## src/rtl/ram_bank_reader.sv

```systemverilog
// Double-buffer reader: drains a filled RAM bank one word at a time to a valid/ready consumer.
// Build option: define RAM_BANK_READER_OVF_EN to add sticky overrun detection on ovf_err.
module ram_bank_reader #(
    parameter int DATA_WIDTH = 8,
    parameter int ADDR_WIDTH = 4
) (
    input  logic                  clk,
    input  logic                  reset,
    input  logic                  bank_full_1,
    input  logic                  bank_full_2,
    input  logic [DATA_WIDTH-1:0] ram_data_1,
    input  logic [DATA_WIDTH-1:0] ram_data_2,
    output logic [ADDR_WIDTH-1:0] ram_addr,
    output logic                  rd_en_1,
    output logic                  rd_en_2,
    output logic [DATA_WIDTH-1:0] out_data,
    output logic                  out_valid,
    input  logic                  out_ready,
    output logic                  bank_done,
    output logic                  read_bank,
    output logic                  ovf_err,
    output logic [2:0]            state_dbg,
    output logic [1:0]            pend_dbg
);

    typedef enum logic [2:0] {
        IDLE  = 3'd0,
        FETCH = 3'd1,
        LATCH = 3'd2,
        HOLD  = 3'd3,
        DONE  = 3'd4
    } state_t;

    state_t                  state;
    state_t                  state_next;
    logic                    pend_1;
    logic                    pend_2;
    logic                    sel_next;
    logic [ADDR_WIDTH-1:0]   addr_next;
    logic                    load_out;
    logic                    accept;
    logic                    clear_pend;

    // Handshake: a word transfers on a rising edge where out_valid and out_ready are both high;
    // while out_valid is high and out_ready is low, out_data and out_valid do not change.
    always_comb begin
        state_next = state;
        sel_next   = read_bank;
        addr_next  = ram_addr;
        load_out   = 1'b0;
        accept     = 1'b0;
        clear_pend = 1'b0;
        case (state)
            IDLE: begin
                if (pend_1 || pend_2) begin
                    state_next = FETCH;
                    addr_next  = '0;
                    // Both pending: alternate away from the bank read last.
                    if (pend_1 && pend_2) sel_next = ~read_bank;
                    else                  sel_next = pend_2;
                end
            end
            FETCH: state_next = LATCH;
            LATCH: begin
                state_next = HOLD;
                load_out   = 1'b1;
            end
            HOLD: begin
                if (out_ready) begin
                    accept = 1'b1;
                    if (ram_addr == '1) begin
                        state_next = DONE;
                    end else begin
                        addr_next  = ram_addr + ADDR_WIDTH'(1);
                        state_next = FETCH;
                    end
                end
            end
            DONE: begin
                state_next = IDLE;
                clear_pend = 1'b1;
            end
            default: state_next = IDLE;
        endcase
    end

    always_ff @(posedge clk) begin
        if (reset) begin
            state     <= IDLE;
            read_bank <= 1'b1;
            ram_addr  <= '0;
            out_data  <= '0;
            out_valid <= 1'b0;
            pend_1    <= 1'b0;
            pend_2    <= 1'b0;
        end else begin
            state     <= state_next;
            read_bank <= sel_next;
            ram_addr  <= addr_next;
            if (load_out) begin
                out_data  <= read_bank ? ram_data_2 : ram_data_1;
                out_valid <= 1'b1;
            end else if (accept) begin
                out_valid <= 1'b0;
            end
            // A new full pulse wins over the clear issued in DONE.
            pend_1 <= bank_full_1 | (pend_1 & ~(clear_pend & ~read_bank));
            pend_2 <= bank_full_2 | (pend_2 & ~(clear_pend & read_bank));
        end
    end

    assign rd_en_1   = (state == FETCH) && !read_bank;
    assign rd_en_2   = (state == FETCH) && read_bank;
    assign bank_done = (state == DONE);
    assign state_dbg = state;
    assign pend_dbg  = {pend_2, pend_1};

`ifdef RAM_BANK_READER_OVF_EN
    logic busy_1;
    logic busy_2;
    assign busy_1 = (state != IDLE) && !read_bank;
    assign busy_2 = (state != IDLE) && read_bank;

    always_ff @(posedge clk) begin
        if (reset) begin
            ovf_err <= 1'b0;
        end else if ((bank_full_1 && (pend_1 || busy_1)) ||
                     (bank_full_2 && (pend_2 || busy_2))) begin
            ovf_err <= 1'b1;
        end
    end
`else
    assign ovf_err = 1'b0;
`endif

endmodule

```

## config.mk

```make
export PLATFORM = sky130hd
export DESIGN_NAME = ram_bank_reader
export DESIGN_NICKNAME = d
export VERILOG_FILES = /design/src/rtl/ram_bank_reader.sv
export SDC_FILE = /design/constraint.sdc
export NUM_CORES = 1
export LEC_CHECK = 0
export CORE_UTILIZATION = 40
export DETAILED_ROUTE_END_ITERATION = 7
export PLACE_DENSITY_LB_ADDON = 0.05
export SLEW_MARGIN = 40
export SYNTH_ARGS = -nofsm -noshare
export SYNTH_HDL_FRONTEND = slang
export SYNTH_SLANG_ARGS = --single-unit
```

## constraint.sdc

```tcl
create_clock -name clk -period 1.66 [get_ports clk]
set_clock_uncertainty 0.05 [all_clocks]
set_input_delay 0.249 -clock clk [delete_from_list [all_inputs] [get_ports clk]]
set_output_delay 0.249 -clock clk [all_outputs]
set_load 0.1 [all_outputs]
```

After elaboration in Yosys (flattened, before gate mapping). Index checks and enable logic that the tools add are counted.

Register bits: 19. Memories: 0. Bits in writable memories: 0. Bits in latches: 0. Logic and storage cells: 52. Bits of input ports: 21. Memory bits (read-only): 0.

$add $sub $neg: 1. Divide/modulo/power cells: 0. Reductions and logical operators: 11. Bitwise logic cells: 9. Multiply operators: 0. Shift operators: 0. Equality and inequality tests: 8. Multiplexer cells: 16. $lt $le $gt $ge: 0.

Operator list (count): 4-bit two-way mux (3); 3-bit one-hot mux with 4 select lines (1); 3-bit two-way mux (3); 8-bit two-way mux (1); 4-bit one-hot mux with 2 select lines (1); 1-bit two-way mux (7); 3-bit by 2-bit == test with 1-bit output (second input constant) (2); 2-bit inequality test (second input constant) (3); 4-bit by 1-bit adder with 4-bit output (second input constant) (1); 1-bit bitwise AND (4); 4-bit == test (second input constant) (1); 2-bit AND reduction (2); 4-bit AND reduction (1); 2-bit nonzero test (2); 3-bit by 1-bit == test with 1-bit output (second input constant) (1); 3-bit == test (second input constant) (1); 1-bit logical AND (3); 3-bit zero test (1); 1-bit inverter (3); 1-bit OR (2); 1-bit zero test (1); 1-bit logical OR (1).

Depth between registers and ports, before layout.
Depth in word-level cells: 6. Mapped depth: 5. Gate-level depth less buffers: 4.

Least setup slack after synthesis. OpenSTA, ideal clock, no wires.

Path kind: reg2out. Start point: register read_bank. End point: output rd_en_2. Arrival time: 4.349 ns. Path buffers: 1. Stages on the path, launching flop included: 3. Slack: -2.988 ns. Data required time: 1.361 ns. Cell sequence: dfxtp_1 > buf_2 > nor4bb_1.

Longest elaborated chain between the ends: 1.

Ends and longest elaborated chain: start: declaration (RTL line 20) `output logic read_bank,`; start signal: assignment (RTL line 98) `read_bank <= sel_next;`; 1-bit logical AND (RTL line 113) `assign rd_en_2 = (state == FETCH) && read_bank;`; end: declaration (RTL line 15) `output logic rd_en_2,`.

No other way between the ends.

Final worst setup path.
Start point: register state[0] (netlist: state_dbg[0]). End point: output bank_done.

Longest elaborated chain between the ends: 1.

Ends and longest elaborated chain: start: declaration (RTL line 34) `state_t state;`; start signal: assignment (RTL line 97) `state <= state_next;`; 3-bit == test (RTL line 114) `assign bank_done = (state == DONE);`; end: declaration (RTL line 19) `output logic bank_done,`.

No other way between the ends.

==> impl_metrics.yaml <==
outcome:
  outcome: "complete, no violations"
timing:
  final-hold-violation-count: 0
  period_share_pct: 95.6
  max_freq_ghz: 0.630
  min_period_ps: 1590
  maxSlewViolCount: 0
  finalSetupTns_ps: 0
  rsz0062_at_grt: "no"
  fin_ws_ps: 73.2
  finalSetupViolCount: 0
synthesis:
  ys_warn_count: 0
  synthTopCellsByCount: "dfxtp_1 (19), nor2_1 (12), mux2i_1 (9), a211oi_1 (7), a21oi_1 (6)"
  avgSynthCellArea_um2: 9.53
  yosysTopAreaCellShare_pct: 40.3
  ys_ff_latch: 19
  synth_edf_count: 0
  synth_area_leaders: "dfxtp_1 (40%), mux2i_1 (9.5%), a211oi_1 (5.6%), nor2_1 (4.8%), buf_6 (3.6%)"
  synth.distinct_cells: 35
  synth_top_area_cell: "dfxtp_1"
  ys_seq_area_share_pct: 40.3
  synth.most_common_cell: "dfxtp_1"
  syn_area_um2: 943
  syn_inst: 99
  async_flop_share_pct: 0
  syn_nets: 121
  ys.flop_type: "dfxtp_1"
detailed_routing:
  ant_nets: 0
  routedWlPerCell_um: 13.4
  first_pass_iters: 4
  dr_total_vias: 903
  routed_via_density: 5.31
  finalWirelength_um: 2270
  drt_iter0_markers: 4
  drcViolationCount: 0
die:
  ios: 44
  die_y_um: 50.6
  die_w_um: 50.6
  num_rows: 17
  initial_utilization_pct: 42.6
  die_area_um2: 2560
  coreArea_um2: 2210
clock_tree:
  cts_root_buf: "clkbuf_4"
  h-tree-depth: 1
  post_cts_resized: 0
  cts.path.max_buffers: 2
  cts_buffers: 3
  ctsHoldBuffers: 0
  path_clk_slew_ps: 100
  cts_tree: "yes"
  clock_latency_ps: 310
  clock_sinks: 19
layout:
  fin_area_um2: 1690
  area_delta_synth_final_pct: 79.3
  drive_above_1_share_pct: 34.5
  nNetsFinal: 165
  num_antenna_cells: 0
power:
  cellLeakagePower_nw: 0.677
  pwr-share-clk_pct: 16.4
  swShare_pct: 41.4
  p_seq_share_pct: 37.9
  pwr_density_cell_nw_per_um2: 849
  intPower_mw: 0.842
  p_comb_share_pct: 45.7
  power_mw: 1.44
  ir_drop_uv: 636
  switchingPower_mw: 0.594
worst_hold_path:
  min_path_type: "flop to flop"
critical_path:
  crit_type: "flop to output port"
  cp_max_fo: 8
  endpoint: "bank_done"
  cp.required_ps: 1360
  crit_path_end_kind: "output port"
  r2r_slack_ps: 170
  cp-start-kind: "flop"
  worstReg2RegEnd: "ram_addr[3]"
  rr_startpoint: "state_dbg[0]"
  reg2reg_depth: 4
  worstPathArrival_ps: 1290
  cp-startpoint: "state_dbg[0]"
grt:
  grt_pass1_wl_um: 3630
  gr-total-overflow: 0
  grt_max_degree: 18
  grt_antenna_before_repair: 0
  track_usage_pct: 19.3
  grt_pass1_vias: 858
place:
  io_buffer_count: 42
  finalWeightedCongestion: 0.736
  dp_slack_ps: 57.6
  postPlaceCellArea_um2: 1630
  dp.final_hpwl_um: 1790
job:
  cap_violations: 0
## final cells by class
class	count	area, um^2
clock buffers	3	22.5
clock inverters	1	5.00
fillers	163	520
inverters	1	3.75
multi-input cells	69	527
flip-flops and latches	19	405
well taps	28	35.0
repair buffers	49	693
## stage by stage
stage	util, %	instances	hold WS, ps
after CTS	75.8	168	468
after global placement	73.9	162	441
after detailed placement	73.9	162	453
final	76.5	170	468
after global routing	76.5	170	479
after floorplan	-	99	299
## critical path: stages, from the launching register on
cell and delay, ps:
dfxtp_4 380, buf_4 170, nor3b_4 230, buf_12 200
## placed cells by master (no fill, tap or decap), drive strengths merged, types with 2 or more instances in the layout
master and instances:
mux2i 9, nor2 13, clkdlybuf4s50 20, o21ai 4, a21oi 6, clkbuf 3, a311oi 2, nand2b 3
nor3b 3, buf 29, nand3b 2, dfxtp 19, a211oi 8, nand3 3
## worst min-delay path by stage
stage,startpoint,endpoint,slack (ps),cells past startpoint
final,ram_addr[3],ram_addr[3],470,1
after global routing,ram_addr[3],ram_addr[3],480,1
after CTS,ram_addr[3],ram_addr[3],470,1
after detailed placement,ram_addr[3],ram_addr[3],450,1
after global placement,ram_addr[3],ram_addr[3],440,1
after floorplan,out_ready,state_dbg[1],300,1
## power groups by stage
| stage | Sequential [mW] | Combinational, mW | Clock [mW] |
|---|---|---|---|
| 2_1_floorplan | 0.743 | 0.225 | 0 |
| 3_3_place_gp | 0.569 | 0.616 | 0 |
| 3_5_place_dp | 0.571 | 0.628 | 0 |
| 4_1_cts | 0.553 | 0.644 | 0.241 |
| 5_1_grt | 0.550 | 0.679 | 0.260 |
| 6_report | 0.544 | 0.655 | 0.236 |
## sequential cells by signal, summed over array words and instances, names as in the netlist
register   flops
out_data       8
out_valid      1
pend_1         1
pend_2         1
state_dbg      3
read_bank      1
ram_addr       4
## layer usage
layer	up-vias	GRT usage [%]	routed length, um
met1	423	20.1	858
met5	-	0	0
met3	5	8.48	159
li1	448	-	-
met4	0	7.87	39
met2	27	33.6	1210
## cell families after synthesis
logic type | synth area share, %
simple gates | 22.8
buf+inv | 8.22
compound gates | 17.4
fa+ha+maj | 1.33
other cells | 0.397
mux | 9.55
flops | 40.3
## timing repair
item | 4_1_cts | 5_1_grt
endpoints found under the setup margin | 1 | 2
buffers inserted | 2 | 2
cloned | 0 | 0
hold endpoints to repair | 0 | 0
No activity file was read; power rests on OpenSTA's default activity.
